===== config.mk =====
export PLATFORM = sky130hd
export DESIGN_NAME = dcache_miss_ctrl
export DESIGN_NICKNAME = d
export VERILOG_FILES = /design/src/rtl/cpu_types_pkg.sv /design/src/rtl/dcache_lru.sv /design/src/rtl/dcache_miss_ctrl.sv
export SDC_FILE = /design/constraint.sdc
export NUM_CORES = 1
export LEC_CHECK = 0
export ABC_AREA = 1
export ABC_CLOCK_PERIOD_IN_PS = 2200
export CORE_AREA = 2 2 95 97
export CTS_CLUSTER_DIAMETER = 200
export DETAILED_ROUTE_END_ITERATION = 7
export DIE_AREA = 0 0 97 99
export DONT_BUFFER_PORTS = 1
export GPL_TIMING_DRIVEN = 0
export PLACE_DENSITY = 0.5
export SETUP_SLACK_MARGIN = 0.4
export SYNTH_ARGS = -nofsm -noshare
export SYNTH_HDL_FRONTEND = slang
export SYNTH_SLANG_ARGS = --single-unit
export TNS_END_PERCENT = 30

===== constraint.sdc =====
create_clock -name CLK -period 2.2 [get_ports CLK]
set_clock_uncertainty 0.15 [all_clocks]
set_input_delay 0.44 -clock CLK [delete_from_list [all_inputs] [get_ports CLK]]
set_output_delay 0.44 -clock CLK [all_outputs]
set_load 0.005 [all_outputs]

===== src/rtl/cpu_types_pkg.sv =====
// Shared D-cache types: address split, geometry constants and the miss controller state type.
package cpu_types_pkg;

  localparam int DSETS  = 8;
  localparam int DIDX_W = $clog2(DSETS);
  localparam int DTAG_W = 32 - DIDX_W - 3;

  typedef struct packed {
    logic [DTAG_W-1:0] tag;
    logic [DIDX_W-1:0] idx;
    logic              blkoff;
    logic [1:0]        bytoff;
  } dcachef_t;

  typedef enum logic [3:0] {
    IDLE,
    WB0,
    WB1,
    FILL0,
    FILL1,
    FLUSH,
    FWB0,
    FWB1,
    HALTED
  } dmiss_state_t;

endpackage


===== src/rtl/dcache_lru.sv =====
// Per-set LRU bit register with one update port and combinational victim choice.
module dcache_lru
  import cpu_types_pkg::*;
#(
  parameter int SETS = DSETS,
  localparam int IDX_W = $clog2(SETS)
) (
  input  logic             CLK,
  input  logic             nRST,
  input  logic             upd_en,
  input  logic [IDX_W-1:0] upd_idx,
  input  logic             upd_val,
  input  logic [IDX_W-1:0] rd_idx,
  input  logic             valid0,
  input  logic             valid1,
  output logic             victim
);

  logic [SETS-1:0] lru;

  always_ff @(posedge CLK) begin
    if (!nRST) begin
      lru <= '0;
    end else if (upd_en) begin
      lru[upd_idx] <= upd_val;
    end
  end

  // Empty ways are always filled first; LRU only decides between two valid ways.
  always_comb begin
    victim = 1'b0;
    if (!valid0) begin
      victim = 1'b0;
    end else if (!valid1) begin
      victim = 1'b1;
    end else begin
      victim = lru[rd_idx];
    end
  end

endmodule


===== src/rtl/dcache_miss_ctrl.sv =====
// D-cache miss/flush controller: victim writeback, two-word refill, LRU upkeep, flush on halt.
// Build option DCACHE_STATS_EN adds saturating hit_count/miss_count outputs.
//
// state  | meaning
// IDLE   | serve hits, detect misses and halt
// WB0    | write back victim word 0
// WB1    | write back victim word 1
// FILL0  | read word 0 of missing block into victim way
// FILL1  | read word 1, write tag/valid, update LRU
// FLUSH  | examine way c[0] of set c[IDX_W:1]
// FWB0   | write back flushed word 0
// FWB1   | write back flushed word 1, clean the way
// HALTED | flush done, flushed held until reset
module dcache_miss_ctrl
  import cpu_types_pkg::*;
#(
  parameter int SETS  = DSETS,
  parameter int TAG_W = DTAG_W,
  parameter int WORDS = 2,
  localparam int IDX_W = $clog2(SETS)
) (
  input  logic             CLK,
  input  logic             nRST,
  input  logic             dmemREN,
  input  logic             dmemWEN,
  input  logic [31:0]      dmemaddr,
  input  logic             halt,
  input  logic             miss,
  input  logic             setsel,
  input  logic             valid0,
  input  logic             valid1,
  input  logic             vdirty,
  input  logic [TAG_W-1:0] vtag,
  input  logic [31:0]      vdata0,
  input  logic [31:0]      vdata1,
  output logic             victim_way,
  output logic             flush_sel,
  output logic [IDX_W-1:0] flush_idx,
  output logic             dhit,
  input  logic             dwait,
  input  logic [31:0]      dload,
  output logic             dREN,
  output logic             dWEN,
  output logic [31:0]      daddr,
  output logic [31:0]      dstore,
  output logic             fill_en,
  output logic             fill_word,
  output logic             fill_last,
  output logic             clean_en,
  output logic             flushed
`ifdef DCACHE_STATS_EN
  ,
  output logic [31:0]      hit_count,
  output logic [31:0]      miss_count
`endif
);

  if (WORDS != 2) begin : g_words_chk
    $error("dcache_miss_ctrl only supports two-word blocks");
  end
  if (TAG_W != 32 - IDX_W - 3) begin : g_tag_chk
    $error("dcache_miss_ctrl TAG_W must equal 32 - IDX_W - 3");
  end

  localparam logic [IDX_W:0] FCNT_LAST = (IDX_W+1)'(2*SETS-1);
  localparam logic [IDX_W:0] FCNT_ONE  = (IDX_W+1)'(1);

  dmiss_state_t     state;
  logic [TAG_W-1:0] lat_tag;
  logic [IDX_W-1:0] lat_idx;
  logic             miss_way;
  logic [IDX_W:0]   fcnt;

  logic             req;
  logic [TAG_W-1:0] req_tag;
  logic [IDX_W-1:0] req_idx;
  logic             victim_sel;
  logic             victim_valid;
  logic             flush_valid;
  logic             idle_hit;
  logic             idle_miss;
  logic             lru_upd_en;
  logic [IDX_W-1:0] lru_upd_idx;
  logic             lru_upd_val;
  logic             unused_bits;

  assign req          = dmemREN | dmemWEN;
  assign req_tag      = dmemaddr[31:IDX_W+3];
  assign req_idx      = dmemaddr[IDX_W+2:3];
  assign victim_valid = victim_sel ? valid1 : valid0;
  assign flush_valid  = fcnt[0] ? valid1 : valid0;
  assign idle_hit     = (state == IDLE) & req & ~miss & ~halt;
  assign idle_miss    = (state == IDLE) & req & miss & ~halt;
  assign unused_bits  = ^{dmemaddr[2:0], dload};

  // Hits make the other way LRU; a completed refill makes the refilled way MRU.
  always_comb begin
    lru_upd_en  = 1'b0;
    lru_upd_idx = req_idx;
    lru_upd_val = ~setsel;
    if (idle_hit) begin
      lru_upd_en = 1'b1;
    end else if (state == FILL1 && !dwait) begin
      lru_upd_en  = 1'b1;
      lru_upd_idx = lat_idx;
      lru_upd_val = ~miss_way;
    end
  end

  dcache_lru #(.SETS(SETS)) u_lru (
    .CLK     (CLK),
    .nRST    (nRST),
    .upd_en  (lru_upd_en),
    .upd_idx (lru_upd_idx),
    .upd_val (lru_upd_val),
    .rd_idx  (req_idx),
    .valid0  (valid0),
    .valid1  (valid1),
    .victim  (victim_sel)
  );

  always_ff @(posedge CLK) begin
    if (!nRST) begin
      state    <= IDLE;
      lat_tag  <= '0;
      lat_idx  <= '0;
      miss_way <= 1'b0;
      fcnt     <= '0;
    end else begin
      case (state)
        IDLE: begin
          if (halt) begin
            state <= FLUSH;
            fcnt  <= '0;
          end else if (req && miss) begin
            lat_tag  <= req_tag;
            lat_idx  <= req_idx;
            miss_way <= victim_sel;
            state    <= (victim_valid && vdirty) ? WB0 : FILL0;
          end
        end
        WB0:   if (!dwait) state <= WB1;
        WB1:   if (!dwait) state <= FILL0;
        FILL0: if (!dwait) state <= FILL1;
        FILL1: if (!dwait) state <= IDLE;
        FLUSH: begin
          if (flush_valid && vdirty) begin
            state <= FWB0;
          end else if (fcnt == FCNT_LAST) begin
            state <= HALTED;
          end else begin
            fcnt <= fcnt + FCNT_ONE;
          end
        end
        FWB0:  if (!dwait) state <= FWB1;
        FWB1: begin
          if (!dwait) begin
            if (fcnt == FCNT_LAST) begin
              state <= HALTED;
            end else begin
              fcnt  <= fcnt + FCNT_ONE;
              state <= FLUSH;
            end
          end
        end
        HALTED: state <= HALTED;
        default: state <= IDLE;
      endcase
    end
  end

`ifdef DCACHE_STATS_EN
  always_ff @(posedge CLK) begin
    if (!nRST) begin
      hit_count  <= '0;
      miss_count <= '0;
    end else begin
      if (idle_hit && hit_count != 32'hFFFF_FFFF) begin
        hit_count <= hit_count + 32'd1;
      end
      if (idle_miss && miss_count != 32'hFFFF_FFFF) begin
        miss_count <= miss_count + 32'd1;
      end
    end
  end
`endif

  always_comb begin
    dhit       = 1'b0;
    victim_way = 1'b0;
    flush_sel  = 1'b0;
    flush_idx  = '0;
    dREN       = 1'b0;
    dWEN       = 1'b0;
    daddr      = '0;
    dstore     = '0;
    fill_en    = 1'b0;
    fill_word  = 1'b0;
    fill_last  = 1'b0;
    clean_en   = 1'b0;
    flushed    = 1'b0;
    case (state)
      IDLE: begin
        dhit       = idle_hit;
        victim_way = victim_sel;
      end
      WB0, WB1: begin
        victim_way = miss_way;
        dWEN       = 1'b1;
        daddr      = {vtag, lat_idx, state == WB1, 2'b00};
        dstore     = (state == WB1) ? vdata1 : vdata0;
      end
      FILL0, FILL1: begin
        victim_way = miss_way;
        dREN       = 1'b1;
        daddr      = {lat_tag, lat_idx, state == FILL1, 2'b00};
        fill_en    = ~dwait;
        fill_word  = (state == FILL1);
        fill_last  = (state == FILL1) & ~dwait;
      end
      FLUSH: begin
        flush_sel  = 1'b1;
        flush_idx  = fcnt[IDX_W:1];
        victim_way = fcnt[0];
      end
      FWB0, FWB1: begin
        flush_sel  = 1'b1;
        flush_idx  = fcnt[IDX_W:1];
        victim_way = fcnt[0];
        dWEN       = 1'b1;
        daddr      = {vtag, fcnt[IDX_W:1], state == FWB1, 2'b00};
        dstore     = (state == FWB1) ? vdata1 : vdata0;
        clean_en   = (state == FWB1) & ~dwait;
      end
      HALTED: flushed = 1'b1;
      default: ;
    endcase
  end

endmodule

Word level (Yosys, flattened, before mapping)
Index checks and enable logic that the tools add are counted. Widths: inputs -> output; s select.

Bitwise operators: 11. Add/sub/neg operators: 1. Reduce and logical (&&, ||, !) cells: 17. Magnitude comparators: 3. Equal/unequal tests: 19. Multiplexer cells: 48.

Operator list (count): $pmux 32 s3 (1); $mux 32 (2); $pmux 32 s2 (1); $mux 4 (15); $pmux 4 s9 (1); $mux 1 (19); $eq 4x3->1 const B (4); $ne 2x2->1 const B (8); $pmux 4 s3 (1); $mux 3 (3); $bwmux 8 (1); $eq 4x2->1 const B (2); $eq 4x4->1 const B (2); $lt 3x4->1 const B (2); $reduce_and 8->1 (1); $reduce_or 4->1 (2); $reduce_or 2->1 (3); $and 1x1->1 (5); $logic_and 1x1->1 (5); $not 1->1 (5); $add 4x1->4 const B (1); $eq 4x1->1 const B (1); $logic_not 4->1 (1); $reduce_and 4->1 (1); 12 further kinds (12).

Word-level logic and storage cells: 105. Output and inout bits: 77. Register bits: 46.

Longest topological paths before layout
Gate-level depths: netlist (run 1).

Depth in word-level cells: 10. Mapped depth: 10.

Hierarchy
A second synthesis (run 1) with hierarchy kept.

Cell total of the unflattened synthesis: 581. Area total of the unflattened synthesis: 3649.8 sq um.

Modules (own cells, without submodules): dcache_miss_ctrl (cells each 514, instances 1, area each 3214.3 sq um); dcache_lru (cells each 67, instances 1, area each 435.4 sq um).

Worst setup path after synthesis (run 1)
OpenSTA, ideal clock, no wires.

Path kind: flip-flop to output port. Start point: register state[0]. End point: output port daddr[10]. Setup slack: 0.249 ns. Arrival time: 1.361 ns. Cell stages (with the launch flop): 7. Cell sequence: dfxtp_1 > nor2_1 > buf_2 > nand2_2 > nand2_1 > buf_2 > a22o_1.

Cells in the longest elaborated chain, start to end: 3. Elaborated cells between the ends (all ways): 10.

Ends and longest elaborated chain: start: declaration (line dcache_miss_ctrl.sv:68) `dmiss_state_t state;`; start signal: assignment (line dcache_miss_ctrl.sv:139) `state <= (victim_valid && vdirty) ? WB0 : FILL0;`; $eq 4x3->1, or another cell as far along (line dcache_miss_ctrl.sv:202) `case (state)`; $reduce_or 2->1; $pmux 32 s3 (*) (line dcache_miss_ctrl.sv:202); end: declaration (line dcache_miss_ctrl.sv:44) `output logic [31:0] daddr,`.

Mark *: on every way between the ends. The rest lies on a longest branch, timed or not.

Worst setup path in the final report (run 1)
Start point: register state[1]. End point: output port dstore[30].

Cells in the longest elaborated chain, start to end: 3. Elaborated cells between the ends (all ways): 9.

Ends and longest elaborated chain: $eq 4x3->1, or another cell as far along (line dcache_miss_ctrl.sv:202, dcache_miss_ctrl.sv:232); $mux 32, or another cell as far along (line dcache_miss_ctrl.sv:232) `dstore = (state == FWB1) ? vdata1 : vdata0;`; $pmux 32 s2 (*) (line dcache_miss_ctrl.sv:202); end: declaration (line dcache_miss_ctrl.sv:45) `output logic [31:0] dstore,`.

Marked as above.

==> flow_summary_export.csv, run 1 <==
group,metric,value,unit
die,ios,242,
clocking,postCtsHoldBufs,0,
clocking,clk_latency,0.30,ns
critical_path,cp_data_arrival_time,1.59,ns
clocking,clock_sinks,46,
die,die_x,97,µm
die,fp.dieH,99,µm
pwr,ir_drop,0.000677,V
die,initial_core_util,0.391,
critical_path,critPathKind,"reg -> out",
place,routabilityCongestion,0.892,
timing,rsz0062_at_grt,"true",
pwr,power_density,1190,nW/µm²
timing,setup_tns,0,ns
detailed_routing,dr.pass1.iters,4,
layout,design_area,4380,µm²
timing,relSlewSlack,0.665,
place,detailedPlacementHpwl,8550,µm
job,maxCapViolCount,0,
grt,grt_pass1_vias,3586,
layout,fin_nets,742,
logic_synthesis,synth_seq_area_share,0.276,
layout,layout_common_cells,"98 x nor2_1, 57 x nand2_1, 56 x o21ai_0, 41 x dfxtp_1, 35 x o21ai_1",
detailed_routing,wl_per_cell,17.0,µm
layout,fillers,902,
logic_synthesis,ys_types,31,
timing,max_slew.worst_pin.slew,0.497,ns
die,rows,34,
logic_synthesis,syn_inst,537,
grt,overflow,0,
clocking,numCtsBuffers,5,
clocking,cts_htree_levels,2,
die,coreArea,8550,µm²
clocking,clk_pin_slew,0.10,ns
detailed_routing,vias,3881,
timing,period_needed,2.18,ns
layout,area_growth_syn_to_layout,31.1,%
hold_path,hold_class,"in -> reg",
critical_path,setup.worst_path.start_class,"register",
layout,register_area,940,µm²
timing,final.period_utilization,0.993,
logic_synthesis,syn_avg_cell_area,6.22,µm²
grt,grtUsageTotal,0.223,
clocking,cts_tree,"built",
place,dpl_cell_area,3530,µm²
layout,antenna_cells,0,
run_status,status,"completed",
logic_synthesis,ys_seq_elements,46,
detailed_routing,drtAntennaViolNets,0,
logic_synthesis,yosys_warnings,0,
critical_path,cp.required,1.61,ns
critical_path,path_max_fanout,10,
detailed_routing,drt_iter0_markers,169,
detailed_routing,vias_per_cell,5.67,
timing,hold_viol,0,
layout,layout.cells.most_common,"nor2_1",
detailed_routing,routed_wl,11600,µm
critical_path,cp-end-kind,"output pin",
grt,antenna_found_initial,0,
grt,grt_max_degree,15,
timing,report.final.slew_viol_count,0,
grt,grt_first_pass_wirelength,17800,µm
die,die-area,9600,µm²
clocking,cts_root_buffer,"clkbuf_8",
clocking,cts_buffer_depth,2,
layout,post-route-util,0.512,
layout,multi_input_area,2440,µm²
pwr,p_leak,1.77,nW
timing,setup_violations,0,
logic_synthesis,netlist_area,3340,µm²
timing,timing.fmax,458,MHz
layout,final_layout_size_suffix_gt1_frac,0.255,
place,numPortBuffers,0,
detailed_routing,drc_errors,0,
final timing paths:
path | startpoint | to | slack, ns | cells past startpoint
max | state[1] | dstore[30] | 0.02 | 9
min | dmemaddr[16] | lat_tag[10] | 0.12 | 2
max reg2reg | state[1] | lat_tag[7] | 0.21 | 9
min reg2reg | u_lru.lru[2] | u_lru.lru[2] | 0.34 | 2
layer usage:
metal  track usage  vias up  wire, µm
met2         0.412      153      6030
met1         0.262     1786      4650
li1              -     1934         -
met3        0.0482        8       797
met4        0.0574        0       153
met5             0        -         0
sequential cells by signal, indices dropped and copies added (netlist names):
name / cells
u_lru.lru: 8
fcnt: 4
lat_idx: 3
lat_tag: 26
miss_way: 1
state: 4
critical path, stage by stage, from the launching register on:
cell and delay, ns:
dfxtp_4 0.41, inv_6 0.06, nor2_4 0.07, inv_2 0.06, nor2_4 0.13, buf_12 0.14
inv_4 0.05, clkbuf_8 0.16, o21ai_2 0.12, o22ai_2 0.10
per-stage QoR:
stage	total power, mW	hold WS [ns]	instances	setup WS [ns]
4_1_cts	4.68	0.113	679	0.00423
3_5_place_dp	3.34	0.320	646	-0.0598
5_1_grt	5.59	0.108	685	-0.0647
6_report	5.22	0.120	685	0.0151
3_3_place_gp	3.31	0.313	646	0.00294
2_1_floorplan	2.84	0.301	538	0.364
power by group:
part           total, mW  switching (mW)  internal, mW  leakage, nW
clock network      0.567           0.306         0.261       0.0489
logic               3.53            1.91          1.62         1.34
registers           1.12           0.139         0.986        0.378
final cells by class:
type,count,share of cell area
inverter,33,0.0317
sequential,46,0.215
multi-input combinational,428,0.558
clock buffer,7,0.0197
clock inverter,1,0.00200
tap,108,0.0309
timing repair buffer,31,0.0749
buffer,31,0.0680
logic make-up after synthesis:
kind of cell	after synthesis	synth area share
simple gates	239	0.304
compound gates	186	0.337
buf+inv	64	0.0790
flops	46	0.276
fa+ha+maj	1	0.00374
other cells	1	0.00112
synthesized netlist by cell type, drive strengths merged:
master    n  share of area
a211oi    1         0.0022
a21oi    21          0.033
a22o     26          0.068
a22oi    31          0.070
and2      1         0.0019
buf      18          0.027
clkbuf   13          0.015
clkinv    1         0.0011
conb      1         0.0011
dfxtp    46           0.28
ha        1         0.0037
inv      32          0.036
nand2    66          0.075
nand3    28          0.045
nand4     8          0.015
nor2    133           0.16
nor3      2         0.0030
o21ai   101           0.15
o21bai    1         0.0022
o22ai     5         0.0094
or2       1         0.0019
timing repair:
action | 4_1_cts | 5_1_grt
endpoints found under the setup margin | 99 | 120
gates resized for setup | 82 | 86
pin swaps | 9 | 21
gates cloned | 4 | 2
buffers inserted | 21 | 4
Note: power is estimated with default switching activity, not from simulation.
==> run 2, diff against run 1 <==
--- a/config.mk
+++ b/config.mk
@@ -13,7 +13,7 @@
 export DIE_AREA = 0 0 97 99
 export DONT_BUFFER_PORTS = 1
 export GPL_TIMING_DRIVEN = 0
-export PLACE_DENSITY = 0.5
+export PLACE_DENSITY = 0.53
 export SETUP_SLACK_MARGIN = 0.4
 export SYNTH_ARGS = -nofsm -noshare
 export SYNTH_HDL_FRONTEND = slang
==> flow_summary_export.csv, run 2 (same netlist as run 1, synthesis figures left out) <==
group,metric,value,unit
timing,setup_tns,-0.0189,ns
timing,report.final.slew_viol_count,0,
critical_path,r2r-start,"state[1]",
pwr,switching_share,0.460,
timing,period_needed,2.21,ns
grt,grt_pass1_vias,3823,
critical_path,setup.worst_path.start_class,"register",
layout,layout_common_cells,"99 x nor2_1, 58 x nand2_1, 47 x o21ai_2, 41 x dfxtp_1, 36 x o21ai_0",
place,dp.cells,646,
detailed_routing,drt_iter0_markers,173,
timing,rsz0062_at_grt,"true",
layout,final_layout_size_suffix_gt1_frac,0.305,
clocking,cts_root_buffer,"clkbuf_8",
timing,max_slew.worst_pin.slew,0.516,ns
place,routabilityCongestion,0.866,
layout,multi_input_area,2530,µm²
clocking,cts_htree_levels,2,
layout,register_area,937,µm²
hold_path,worstHoldEndpoint,"lat_tag[3]",
layout,antenna_cells,0,
place,dpl_cell_area,3530,µm²
layout,post-route-util,0.524,
layout,design_area,4480,µm²
pwr,p_switching,2.49,mW
layout,top_register,"lat_tag",
pwr,p_int,2.93,mW
timing,hold_ws,0.129,ns
hold_path,whs_path_depth,2,
clocking,clk_pin_slew,0.09,ns
layout,layout.cells.most_common,"nor2_1",
critical_path,reg2reg_depth,9,
critical_path,cp.required,1.61,ns
critical_path,critPathKind,"reg -> out",
timing,timing.fmax,453,MHz
grt,grtUsageTotal,0.237,
die,initial_core_util,0.391,
clocking,cts_buffer_depth,2,
timing,setup_violations,3,
die,coreArea,8550,µm²
timing,relSlewSlack,0.652,
grt,overflow,0,
grt,grt_max_degree,15,
detailed_routing,dr.pass1.iters,4,
job,maxCapViolCount,0,
critical_path,r2r-end,"lat_tag[22]",
pwr,p_leak,1.80,nW
run_status,violations,"setup timing",
pwr,power_density,1210,nW/µm²
hold_path,hold_class,"in -> reg",
grt,grt_first_pass_wirelength,19000,µm
layout,largest_register_ffs,26,
place,numPortBuffers,0,
layout,fillers,864,
layout,largestRegisters,"lat_tag: 26 flops, u_lru.lru: 8 flops",
clocking,clk_latency,0.29,ns
layout,area_growth_syn_to_layout,34.0,%
detailed_routing,vias,3977,
pwr,p_clk_frac,0.096,
layout,instances_no_fill,681,
grt,antenna_found_initial,0,
critical_path,cp-end-kind,"output pin",
place,detailedPlacementHpwl,8650,µm
critical_path,cp_data_arrival_time,1.62,ns
pwr,comb_power_share,0.698,
critical_path,path_max_fanout,8,
critical_path,ff2ff_setup_slack,0.19,ns
timing,hold_viol,0,
hold_path,min_from,"dmemaddr[9]",
layout,fin_nets,738,
detailed_routing,drtAntennaViolNets,0,
pwr,seq_power_share,0.206,
detailed_routing,vias_per_cell,5.84,
die,die_x,97,µm
detailed_routing,routed_wl,12300,µm
die,rows,34,
clocking,clock_sinks,46,
pwr,ir_drop,0.000546,V
detailed_routing,wl_per_cell,18.1,µm
detailed_routing,drc_errors,0,
clocking,cts_tree,"built",
pwr,power.total,5.43,mW
timing,setup_slack,-0.00850,ns
die,fp.dieH,99,µm
place,pre_cts_ws,0.00656,ns
timing,final.period_utilization,1.00,
clocking,numCtsBuffers,5,
die,die-area,9600,µm²
die,ios,242,
run_status,status,"finished with violations",
-- run 2: critical path, stage by stage (launching register included) --
cell and delay (ns):
dfxtp_4 0.38, nor2_4 0.18, nand2_4 0.10, nor2_4 0.14, buf_12 0.15, clkbuf_16 0.15, o21ai_2 0.05, o21ai_1 0.17
-- run 2: repair_timing --
action,4_1_cts,5_1_grt
pin swaps,20,57
gates cloned,6,2
setup buffers,16,3
hold buffers,0,0
resized for setup,101,126
setup endpoints to repair,97,119
-- run 2: power by group through the flow --
stage,logic (mW),clock network [mW],registers [mW]
floorplan,1.76,0,1.07
global placement,2.22,0,1.11
detailed placement,2.25,0,1.11
CTS,3.08,0.535,1.11
global route,4.09,0.571,1.14
finish,3.79,0.519,1.12
-- run 2: layout make-up --
cell class | count | share of cell area
tap | 108 | 0.0302
inverter | 33 | 0.0321
timing repair buffer | 27 | 0.0707
multi-input combinational | 428 | 0.566
buffer | 31 | 0.0724
clock inverter | 2 | 0.00307
sequential | 46 | 0.209
clock buffer | 6 | 0.0162
-- run 2: worst max-delay path by stage --
stage | startpoint | endpoint | slack, ns | cells after the start
3_5_place_dp | state[1] | dstore[6] | 0.007 | 7
3_3_place_gp | state[1] | dstore[6] | -0.02 | 7
6_report | state[2] | dstore[28] | -0.008 | 7
5_1_grt | state[2] | dstore[28] | -0.06 | 7
2_1_floorplan | state[3] | daddr[10] | 0.36 | 7
4_1_cts | state[1] | dstore[30] | 0.01 | 9
-- run 2: per-layer routing --
| layer | routed length, µm | global-route usage | share of wire | up-vias |
|---|---|---|---|---|
| met5 | 0 | 0 | 0 | - |
| met4 | 231 | 0.0650 | 0.019 | 0 |
| met3 | 845 | 0.0454 | 0.069 | 24 |
| met2 | 6510 | 0.443 | 0.53 | 180 |
| met1 | 4710 | 0.276 | 0.38 | 1850 |
| li1 | - | - | - | 1923 |
